**config.mk**
```make
export PLATFORM = sky130hd
export DESIGN_NAME = bbv3_reset_sequencer_flat
export DESIGN_NICKNAME = d
export VERILOG_FILES = /design/src/rtl/bbv3_pkg.sv /design/src/rtl/bbv3_reset_sequencer_if.sv /design/src/rtl/bbv3_debounce.sv /design/src/rtl/bbv3_reset_sequencer.sv /design/src/flat_wrapper.sv
export SDC_FILE = /design/constraint.sdc
export NUM_CORES = 1
export LEC_CHECK = 0
export CORE_MARGIN = 2
export CORE_UTILIZATION = 35
export DETAILED_ROUTE_END_ITERATION = 6
export PLACE_DENSITY = 0.63
export SETUP_SLACK_MARGIN = 0.3
export SLEW_MARGIN = 40
export SYNTH_ARGS = -nofsm -noshare
export SYNTH_HDL_FRONTEND = slang
export SYNTH_HIERARCHICAL = 1
export SYNTH_SLANG_ARGS = --single-unit
```
**constraint.sdc**
```tcl
create_clock -name clk -period 7.8 [get_ports clk]
set_input_delay 1.56 -clock clk [delete_from_list [all_inputs] [get_ports clk]]
set_output_delay 1.56 -clock clk [all_outputs]
set_load 0.05 [all_outputs]
```
**src/rtl/bbv3_pkg.sv**
```systemverilog
// Shared types and default timing for the BusBlasterV3 JTAG reset sequencer.
// The state enum, the counter width and the default cycle counts live here.
package bbv3_pkg;

   localparam int CNT_W = 16;

   localparam logic [CNT_W-1:0] DEF_DEBOUNCE_CYCLES = 16'd50000;
   localparam logic [CNT_W-1:0] DEF_PULSE_CYCLES    = 16'd10000;
   localparam logic [CNT_W-1:0] DEF_SETTLE_CYCLES   = 16'd20000;
   localparam bit               DEF_TRST_WITH_SRST  = 1'b1;

   typedef enum logic [1:0] {
      IDLE    = 2'd0,
      ASSERT  = 2'd1,
      HOLD    = 2'd2,
      RELEASE = 2'd3
   } seq_state_e;

   // States in which the sequencer itself pulls nSRST low.
   function automatic logic drives_low(input seq_state_e state);
      return (state == ASSERT) || (state == HOLD);
   endfunction

endpackage

```
**src/rtl/bbv3_reset_sequencer_if.sv**
```systemverilog
// Host/target signal bundle of the reset sequencer: request inputs, nSRST
// sense, pin controls and status readback.
interface bbv3_reset_sequencer_if;

   logic host_srst_req;
   logic host_trst_req;
   logic srst_sense;
   logic nsrst_oe;
   logic ntrst;
   logic srst_busy;
   logic settle_timeout;
   logic ext_reset_seen;

   modport master (
      output host_srst_req,
      output host_trst_req,
      output srst_sense,
      input  nsrst_oe,
      input  ntrst,
      input  srst_busy,
      input  settle_timeout,
      input  ext_reset_seen
   );

   modport slave (
      input  host_srst_req,
      input  host_trst_req,
      input  srst_sense,
      output nsrst_oe,
      output ntrst,
      output srst_busy,
      output settle_timeout,
      output ext_reset_seen
   );

endinterface

```
**src/rtl/bbv3_debounce.sv**
```systemverilog
// BUTTON front end: 2-flop synchroniser, saturating debounce counter and a
// registered one-cycle press pulse on the debounced high-to-low transition.
module bbv3_debounce #(
   parameter int               CNT_W           = bbv3_pkg::CNT_W,
   parameter logic [CNT_W-1:0] DEBOUNCE_CYCLES = bbv3_pkg::DEF_DEBOUNCE_CYCLES
) (
   input  logic clk,
   input  logic rst,
   input  logic button_n,
   output logic press_event
);

   localparam logic [CNT_W-1:0] CNT_ZERO = {CNT_W{1'b0}};
   localparam logic [CNT_W-1:0] CNT_ONE  = {{(CNT_W-1){1'b0}}, 1'b1};
   localparam logic [CNT_W-1:0] CNT_MAX  = {CNT_W{1'b1}};
   localparam logic [CNT_W-1:0] LIMIT    = DEBOUNCE_CYCLES - CNT_ONE;

   logic             btn_meta_r;
   logic             btn_sync_r;
   logic             btn_state_r;
   logic             press_r;
   logic [CNT_W-1:0] cnt_r;
   logic             mismatch_s;
   logic             flip_s;

   // Flip when this sample completes the required run of mismatches.
   always_comb begin
      mismatch_s = btn_sync_r ^ btn_state_r;
      flip_s     = mismatch_s && (cnt_r >= LIMIT);
   end

   // Synchroniser, mismatch run counter, debounced level and press pulse.
   always_ff @(posedge clk) begin
      if (rst) begin
         btn_meta_r  <= 1'b1;
         btn_sync_r  <= 1'b1;
         btn_state_r <= 1'b1;
         press_r     <= 1'b0;
         cnt_r       <= CNT_ZERO;
      end else begin
         btn_meta_r <= button_n;
         btn_sync_r <= btn_meta_r;
         press_r    <= flip_s & btn_state_r;
         if (!mismatch_s) begin
            cnt_r <= CNT_ZERO;
         end else if (flip_s) begin
            btn_state_r <= btn_sync_r;
            cnt_r       <= CNT_ZERO;
         end else if (cnt_r != CNT_MAX) begin
            cnt_r <= cnt_r + CNT_ONE;
         end else begin
            cnt_r <= cnt_r;
         end
      end
   end

   assign press_event = press_r;

endmodule

```
**src/rtl/bbv3_reset_sequencer.sv**
```systemverilog
// JTAG nSRST/nTRST reset sequencer: arbitrates host and button requests into
// one timed nSRST pulse, waits for release, and flags target-driven resets.
module bbv3_reset_sequencer #(
   parameter int               CNT_W           = bbv3_pkg::CNT_W,
   parameter logic [CNT_W-1:0] DEBOUNCE_CYCLES = bbv3_pkg::DEF_DEBOUNCE_CYCLES,
   parameter logic [CNT_W-1:0] PULSE_CYCLES    = bbv3_pkg::DEF_PULSE_CYCLES,
   parameter logic [CNT_W-1:0] SETTLE_CYCLES   = bbv3_pkg::DEF_SETTLE_CYCLES,
   parameter bit               TRST_WITH_SRST  = bbv3_pkg::DEF_TRST_WITH_SRST
) (
   input  logic                    clk,
   input  logic                    rst,
   input  logic                    button_n,
   output logic                    led,
   bbv3_reset_sequencer_if.slave   bus
);

   import bbv3_pkg::*;

   localparam logic [CNT_W-1:0] CNT_ZERO    = {CNT_W{1'b0}};
   localparam logic [CNT_W-1:0] CNT_ONE     = {{(CNT_W-1){1'b0}}, 1'b1};
   localparam logic [CNT_W-1:0] PULSE_LAST  = PULSE_CYCLES - CNT_ONE;
   localparam logic [CNT_W-1:0] SETTLE_LAST = SETTLE_CYCLES - CNT_ONE;

   logic             host_srst_meta_r, host_srst_sync_r;
   logic             host_trst_meta_r, host_trst_sync_r;
   logic             sense_meta_r, sense_sync_r;
   logic             press_s;
   logic             req_s;

   seq_state_e       state_r, state_nxt_s;
   logic [CNT_W-1:0] cnt_r, cnt_nxt_s;
   logic             timeout_hit_s;

   logic             nsrst_oe_r, ntrst_r, led_r, busy_r, settle_timeout_r, ext_reset_seen_r;
   logic             nsrst_oe_nxt_s, ntrst_nxt_s, led_nxt_s, busy_nxt_s;
   logic             settle_timeout_nxt_s, ext_reset_seen_nxt_s;
   logic             drive_s;

   bbv3_debounce #(
      .CNT_W           (CNT_W),
      .DEBOUNCE_CYCLES (DEBOUNCE_CYCLES)
   ) u_debounce (
      .clk         (clk),
      .rst         (rst),
      .button_n    (button_n),
      .press_event (press_s)
   );

   // Two-flop synchronisers; sense idles high so reset does not look like a target reset.
   always_ff @(posedge clk) begin
      if (rst) begin
         host_srst_meta_r <= 1'b0;
         host_srst_sync_r <= 1'b0;
         host_trst_meta_r <= 1'b0;
         host_trst_sync_r <= 1'b0;
         sense_meta_r     <= 1'b1;
         sense_sync_r     <= 1'b1;
      end else begin
         host_srst_meta_r <= bus.host_srst_req;
         host_srst_sync_r <= host_srst_meta_r;
         host_trst_meta_r <= bus.host_trst_req;
         host_trst_sync_r <= host_trst_meta_r;
         sense_meta_r     <= bus.srst_sense;
         sense_sync_r     <= sense_meta_r;
      end
   end

   assign req_s = host_srst_sync_r | press_s;

   // Next-state and shared down-counter; presses outside IDLE are simply ignored.
   always_comb begin
      state_nxt_s   = state_r;
      cnt_nxt_s     = cnt_r;
      timeout_hit_s = 1'b0;
      case (state_r)
         IDLE: begin
            if (req_s) begin
               state_nxt_s = ASSERT;
               cnt_nxt_s   = PULSE_LAST;
            end else begin
               state_nxt_s = IDLE;
            end
         end
         ASSERT: begin
            if (cnt_r != CNT_ZERO) begin
               cnt_nxt_s = cnt_r - CNT_ONE;
            end else if (host_srst_sync_r) begin
               state_nxt_s = HOLD;
            end else begin
               state_nxt_s = RELEASE;
               cnt_nxt_s   = SETTLE_LAST;
            end
         end
         HOLD: begin
            if (host_srst_sync_r) begin
               state_nxt_s = HOLD;
            end else begin
               state_nxt_s = RELEASE;
               cnt_nxt_s   = SETTLE_LAST;
            end
         end
         RELEASE: begin
            if (sense_sync_r) begin
               state_nxt_s = IDLE;
            end else if (cnt_r == CNT_ZERO) begin
               state_nxt_s   = IDLE;
               timeout_hit_s = 1'b1;
            end else begin
               cnt_nxt_s = cnt_r - CNT_ONE;
            end
         end
         default: begin
            state_nxt_s = IDLE;
            cnt_nxt_s   = CNT_ZERO;
         end
      endcase
   end

   // Output values derived from the upcoming state so they land with the transition.
   always_comb begin
      drive_s        = drives_low(state_nxt_s);
      nsrst_oe_nxt_s = drive_s;
      busy_nxt_s     = (state_nxt_s != IDLE);
      ntrst_nxt_s    = ~(host_trst_sync_r | (TRST_WITH_SRST & drive_s));
      if ((state_r == IDLE) && req_s) begin
         settle_timeout_nxt_s = 1'b0;
         ext_reset_seen_nxt_s = 1'b0;
      end else begin
         settle_timeout_nxt_s = settle_timeout_r | timeout_hit_s;
         ext_reset_seen_nxt_s = ext_reset_seen_r | ((state_r == IDLE) & ~sense_sync_r);
      end
      led_nxt_s = busy_nxt_s | ~ntrst_nxt_s | ext_reset_seen_nxt_s;
   end

   // State, counter and registered outputs.
   always_ff @(posedge clk) begin
      if (rst) begin
         state_r          <= IDLE;
         cnt_r            <= CNT_ZERO;
         nsrst_oe_r       <= 1'b0;
         ntrst_r          <= 1'b1;
         led_r            <= 1'b0;
         busy_r           <= 1'b0;
         settle_timeout_r <= 1'b0;
         ext_reset_seen_r <= 1'b0;
      end else begin
         state_r          <= state_nxt_s;
         cnt_r            <= cnt_nxt_s;
         nsrst_oe_r       <= nsrst_oe_nxt_s;
         ntrst_r          <= ntrst_nxt_s;
         led_r            <= led_nxt_s;
         busy_r           <= busy_nxt_s;
         settle_timeout_r <= settle_timeout_nxt_s;
         ext_reset_seen_r <= ext_reset_seen_nxt_s;
      end
   end

   assign bus.nsrst_oe       = nsrst_oe_r;
   assign bus.ntrst          = ntrst_r;
   assign bus.srst_busy      = busy_r;
   assign bus.settle_timeout = settle_timeout_r;
   assign bus.ext_reset_seen = ext_reset_seen_r;
   assign led                = led_r;

endmodule

```
**src/flat_wrapper.sv**
```systemverilog
// flat-port wrapper written by rule: the top's interface ports become plain ports
module bbv3_reset_sequencer_flat import bbv3_pkg::*;
#(
   parameter int               CNT_W           = bbv3_pkg::CNT_W,
   parameter logic [CNT_W-1:0] DEBOUNCE_CYCLES = bbv3_pkg::DEF_DEBOUNCE_CYCLES,
   parameter logic [CNT_W-1:0] PULSE_CYCLES    = bbv3_pkg::DEF_PULSE_CYCLES,
   parameter logic [CNT_W-1:0] SETTLE_CYCLES   = bbv3_pkg::DEF_SETTLE_CYCLES,
   parameter bit               TRST_WITH_SRST  = bbv3_pkg::DEF_TRST_WITH_SRST
)
  (clk, rst, button_n, led, bus_host_srst_req, bus_host_trst_req, bus_srst_sense, bus_nsrst_oe, bus_ntrst, bus_srst_busy, bus_settle_timeout, bus_ext_reset_seen);
  bbv3_reset_sequencer_if bus_i ();
  input  logic clk;
  input  logic rst;
  input  logic button_n;
  output logic led;
  input wire logic [$bits(bus_i.host_srst_req)-1:0] bus_host_srst_req;
  input wire logic [$bits(bus_i.host_trst_req)-1:0] bus_host_trst_req;
  input wire logic [$bits(bus_i.srst_sense)-1:0] bus_srst_sense;
  output wire logic [$bits(bus_i.nsrst_oe)-1:0] bus_nsrst_oe;
  output wire logic [$bits(bus_i.ntrst)-1:0] bus_ntrst;
  output wire logic [$bits(bus_i.srst_busy)-1:0] bus_srst_busy;
  output wire logic [$bits(bus_i.settle_timeout)-1:0] bus_settle_timeout;
  output wire logic [$bits(bus_i.ext_reset_seen)-1:0] bus_ext_reset_seen;
  assign bus_i.host_srst_req = bus_host_srst_req;
  assign bus_i.host_trst_req = bus_host_trst_req;
  assign bus_i.srst_sense = bus_srst_sense;
  assign bus_nsrst_oe = bus_i.nsrst_oe;
  assign bus_ntrst = bus_i.ntrst;
  assign bus_srst_busy = bus_i.srst_busy;
  assign bus_settle_timeout = bus_i.settle_timeout;
  assign bus_ext_reset_seen = bus_i.ext_reset_seen;
  bbv3_reset_sequencer #(.CNT_W(CNT_W), .DEBOUNCE_CYCLES(DEBOUNCE_CYCLES), .PULSE_CYCLES(PULSE_CYCLES), .SETTLE_CYCLES(SETTLE_CYCLES), .TRST_WITH_SRST(TRST_WITH_SRST)) u_core (.clk(clk), .rst(rst), .button_n(button_n), .led(led), .bus(bus_i));
endmodule
```
==> Flow_metrics.wiki <==
{| class="wikitable"
! Metric !! Value
|-
| Time the final worst path needs with I/O delays and setup || 3220 ps
|-
| Yosys warns || 6
|-
| Clock tree skew after final layout || 5.99 ps
|-
| TritonCTS clock tree || yes
|-
| Number of rows in the core area || 31
|-
| Req. time, crit path || 8000 ps
|-
| # Max-Cap Violations || 0
|-
| Remaining global-route overflow || 0
|-
| Type of element launching the critical path || flip-flop
|-
| Detailed placement HPWL || 4.30 mm
|-
| Minimum setup slack in the final design || 4580 ps
|-
| DIE HEIGHT || 91.1 um
|-
| Sum of internal, switching and leakage power || 0.586 mW
|-
| First-pass GRT wire length || 10.7 mm
|-
| Number of buffers inserted by hold repair at cts || 0
|-
| Area of all placed cells without fillers || 2920 um^2
|-
| Post-synth top cells || sky130_fd_sc_hd__dfxtp_1 (50), sky130_fd_sc_hd__nor2_1 (34), sky130_fd_sc_hd__nand2_1 (22)
|-
| Post-route DRC violation count || 0
|-
| Minimum setup slack after placement || 4450 ps
|-
| Crit path arrival time || 3420 ps
|-
| Number of vias after detailed routing || 2433
|-
| Maximum clock frequency || 0.311 GHz
|-
| Instance count of the mapped netlist || 316
|-
| Syn Nets || 325
|-
| Share of Yosys cell area claimed by the top area cell type || 37.7%
|-
| PortBufs || 11
|-
| Post-Route WL || 6.19 mm
|-
| Relative max-transition margin || 47.3%
|-
| Vias in the first global route || 2311
|-
| Outcome || finished, final reports clean
|-
| Area of the mapped netlist || 2650 um^2
|-
| Aggregate negative setup slack || 0 ps
|-
| Worst-path maximum fanout || 15
|-
| Final cycle utilization of the critical path || 41.2%
|-
| Cts bufs inserted || 5
|-
| Worst setup EP type || flip-flop
|-
| Largest cells by area after synthesis || sky130_fd_sc_hd__dfxtp_1 (38%), sky130_fd_sc_hd__nor2_1 (4.8%), sky130_fd_sc_hd__nand3_1 (3.6%), sky130_fd_sc_hd__nand2_1 (3.1%), sky130_fd_sc_hd__a21oi_1 (3.0%)
|-
| Flip-flop and latch count after synthesis || 50
|-
| First-iteration detailed-routing DRC count || 133
|-
| Share of flip-flops with an asynchronous set or reset || 0%
|-
| Largest net degree at the start of global routing || 28
|-
| Count of flip-flops with a built-in enable after synthesis || 0
|-
| Library cell occupying the most area in the post-synthesis netlist || sky130_fd_sc_hd__dfxtp_1
|-
| Antenna diode count || 0
|-
| WL per Instance || 14.8 um
|-
| Worst-path clk slew || 100 ps
|-
| Area grow syn2layout || 10.2%
|-
| Initial core utilization || 36.4%
|-
| Gr usage total || 15.4%
|-
| Floorplan Core Area || 7290 um^2
|-
| Post-DR vias/cell || 5.81
|-
| PwrDens || 200 nW/um^2
|-
| Number of endpoints with negative hold slack in the final report || 0
|-
| Slew at the pin closest to its max-slew limit || 789 ps
|-
| Number of I/O pins || 12
|-
| Number of gates resized after CTS || 0
|-
| Per-instance average area after synthesis || 8.39 um^2
|-
| Final count of pins violating max slew || 0
|-
| Buffers inserted during post-CTS setup optimization || 0
|-
| Buffer cell driving the clock tree root || sky130_fd_sc_hd__clkbuf_8
|-
| Setup repair after global routing missed its margin || false
|-
| Cell variety after synth || 62
|-
| Setup violations, final || 0
|-
| Library cell with the highest instance count after synthesis || sky130_fd_sc_hd__dfxtp_1
|-
| Clock sink total || 50
|-
| Class of the tightest hold or removal check || flip-flop to flip-flop
|-
| Maximum VDD drop || 77.0 uV
|-
| Static leakage || 0.998 nW
|-
| Antenna Violating Nets Remaining || 0
|-
| Nets@finish || 328
|-
| Longest Clk Path Bufs || 2
|-
| Total Die Area || 8290 um^2
|-
| Pre-antenna DRT Iters || 5
|-
| Maximum level of the CTS H-tree || 2
|-
| Proportion of layout cells with a drive suffix above 1 || 9.06%
|-
| Dominant synthesized flop cell || sky130_fd_sc_hd__dfxtp_1
|-
| Die width || 91.1 um
|-
| Part of the Yosys area used for sequential elements || 37.7%
|-
| Final RePlAce weighted congestion || 0.863
|-
| Initial antenna violation count || 0
|-
| Total cell area at the placement stage || 2810 um^2
|-
| Skew-Pair Late Insertion Delay || 310 ps
|-
| Kind of critical path || flip-flop to flip-flop
|}
## per-layer routing
| metal | GRT usage [%] | vias to the layer above | wire [um] |
|---|---|---|---|
| met5 | 0 | - | 0 |
| li1 | - | 1200 | - |
| met3 | 3.15 | 8 | 243 |
| met1 | 19.1 | 1181 | 2780 |
| met4 | 4.55 | 0 | 60 |
| met2 | 26.7 | 44 | 3100 |
## flip-flops by register name, summed over array words and instances, names as in the netlist
name                           count
u_core/bus.settle_timeout          1
u_core/u_debounce/btn_sync_r       1
u_core/u_debounce/cnt_r           16
u_core/host_trst_meta_r            1
u_core/host_srst_meta_r            1
u_core/sense_sync_r                1
u_core/u_debounce/btn_state_r      1
u_core/sense_meta_r                1
u_core/bus.srst_busy               1
u_core/led                         1
u_core/bus.ext_reset_seen          1
u_core/state_r                     2
u_core/host_srst_sync_r            1
u_core/bus.nsrst_oe                1
u_core/u_debounce/press_event      1
u_core/cnt_r                      16
u_core/u_debounce/btn_meta_r       1
u_core/bus.ntrst                   1
u_core/host_trst_sync_r            1
## cell usage in the layout (no fill, tap or decap), types with 6 or more instances in the layout
master | netlist | final
sky130_fd_sc_hd__dfxtp_1 | 50 | 50
sky130_fd_sc_hd__nor2_1 | 34 | 34
sky130_fd_sc_hd__nand2_1 | 22 | 22
sky130_fd_sc_hd__nand3_1 | 19 | 19
sky130_fd_sc_hd__a21oi_1 | 16 | 16
sky130_fd_sc_hd__o21ai_0 | 14 | 14
sky130_fd_sc_hd__nor3_1 | 12 | 12
sky130_fd_sc_hd__clkdlybuf4s50_1 | 0 | 11
sky130_fd_sc_hd__nor4_1 | 10 | 10
sky130_fd_sc_hd__inv_1 | 8 | 8
sky130_fd_sc_hd__a211oi_1 | 8 | 8
sky130_fd_sc_hd__mux2i_1 | 7 | 7
sky130_fd_sc_hd__or4_1 | 6 | 6
sky130_fd_sc_hd__or2_2 | 6 | 6
sky130_fd_sc_hd__a31oi_1 | 6 | 6
sky130_fd_sc_hd__or3_1 | 6 | 6
sky130_fd_sc_hd__nand3b_1 | 6 | 6
## power breakdown
group / leakage (nW) / switching (mW) / internal [mW]
logic: 0.534 / 0.0746 / 0.0396
clock network: 0.0563 / 0.0951 / 0.0978
registers: 0.408 / 0.0117 / 0.267
## final timing paths
| path | startpoint | endpoint | slack [ps] | cells after the start |
|---|---|---|---|---|
| setup reg to reg | u_core/cnt_r[2]$_SDFFE_PP0P_ | u_core/led$_SDFF_PP0_ | 4580 | 8 |
| hold reg to reg | u_core/u_debounce/btn_meta_r$_SDFF_PP1_ | u_core/u_debounce/btn_sync_r$_SDFF_PP1_ | 430 | 1 |
| hold / removal | u_core/u_debounce/btn_meta_r$_SDFF_PP1_ | u_core/u_debounce/btn_sync_r$_SDFF_PP1_ | 430 | 1 |
| setup / recovery | u_core/cnt_r[2]$_SDFFE_PP0P_ | u_core/led$_SDFF_PP0_ | 4580 | 8 |
## critical path, cell delays in order, from the launching register on
cell and delay, ps:
sky130_fd_sc_hd__dfxtp_1 360, sky130_fd_sc_hd__nor3_1 450, sky130_fd_sc_hd__nand4_1 670, sky130_fd_sc_hd__nor4_1 710
sky130_fd_sc_hd__nor2_1 120, sky130_fd_sc_hd__or2_2 300, sky130_fd_sc_hd__ha_1 310, sky130_fd_sc_hd__nor2_1 120
sky130_fd_sc_hd__a31oi_1 80
## area by class of cell
type	instances	area (um^2)
Fill cell	770	4370
Multi-Input combinational cell	242	1530
Sequential cell	50	1000
Tap cell	99	124
Timing Repair Buffer	12	118
Clock buffer	5	68.8
Clock inverter	3	48.8
Inverter	8	30.0
## stage by stage
stage	hold slack [ps]	util (%)	std cells
6_report	426	40.1	419
5_1_grt	436	40.1	419
4_1_cts	429	40.1	419
3_5_place_dp	403	38.5	411
3_3_place_gp	397	38.5	411
2_1_floorplan	389	-	316
## cell families (layout without fill, tap and decap cells)
family,count (synthesis),after routing,share of synthesized area (%)
compound gates,87,87,24.1
xor+xnor,2,2,0.660
fa+ha+maj,3,3,1.42
buf+inv,24,28,4.43
flops,50,50,37.7
simple gates,142,142,28.6
mux,8,8,3.07
Note: power is estimated with default switching activity, not from simulation.
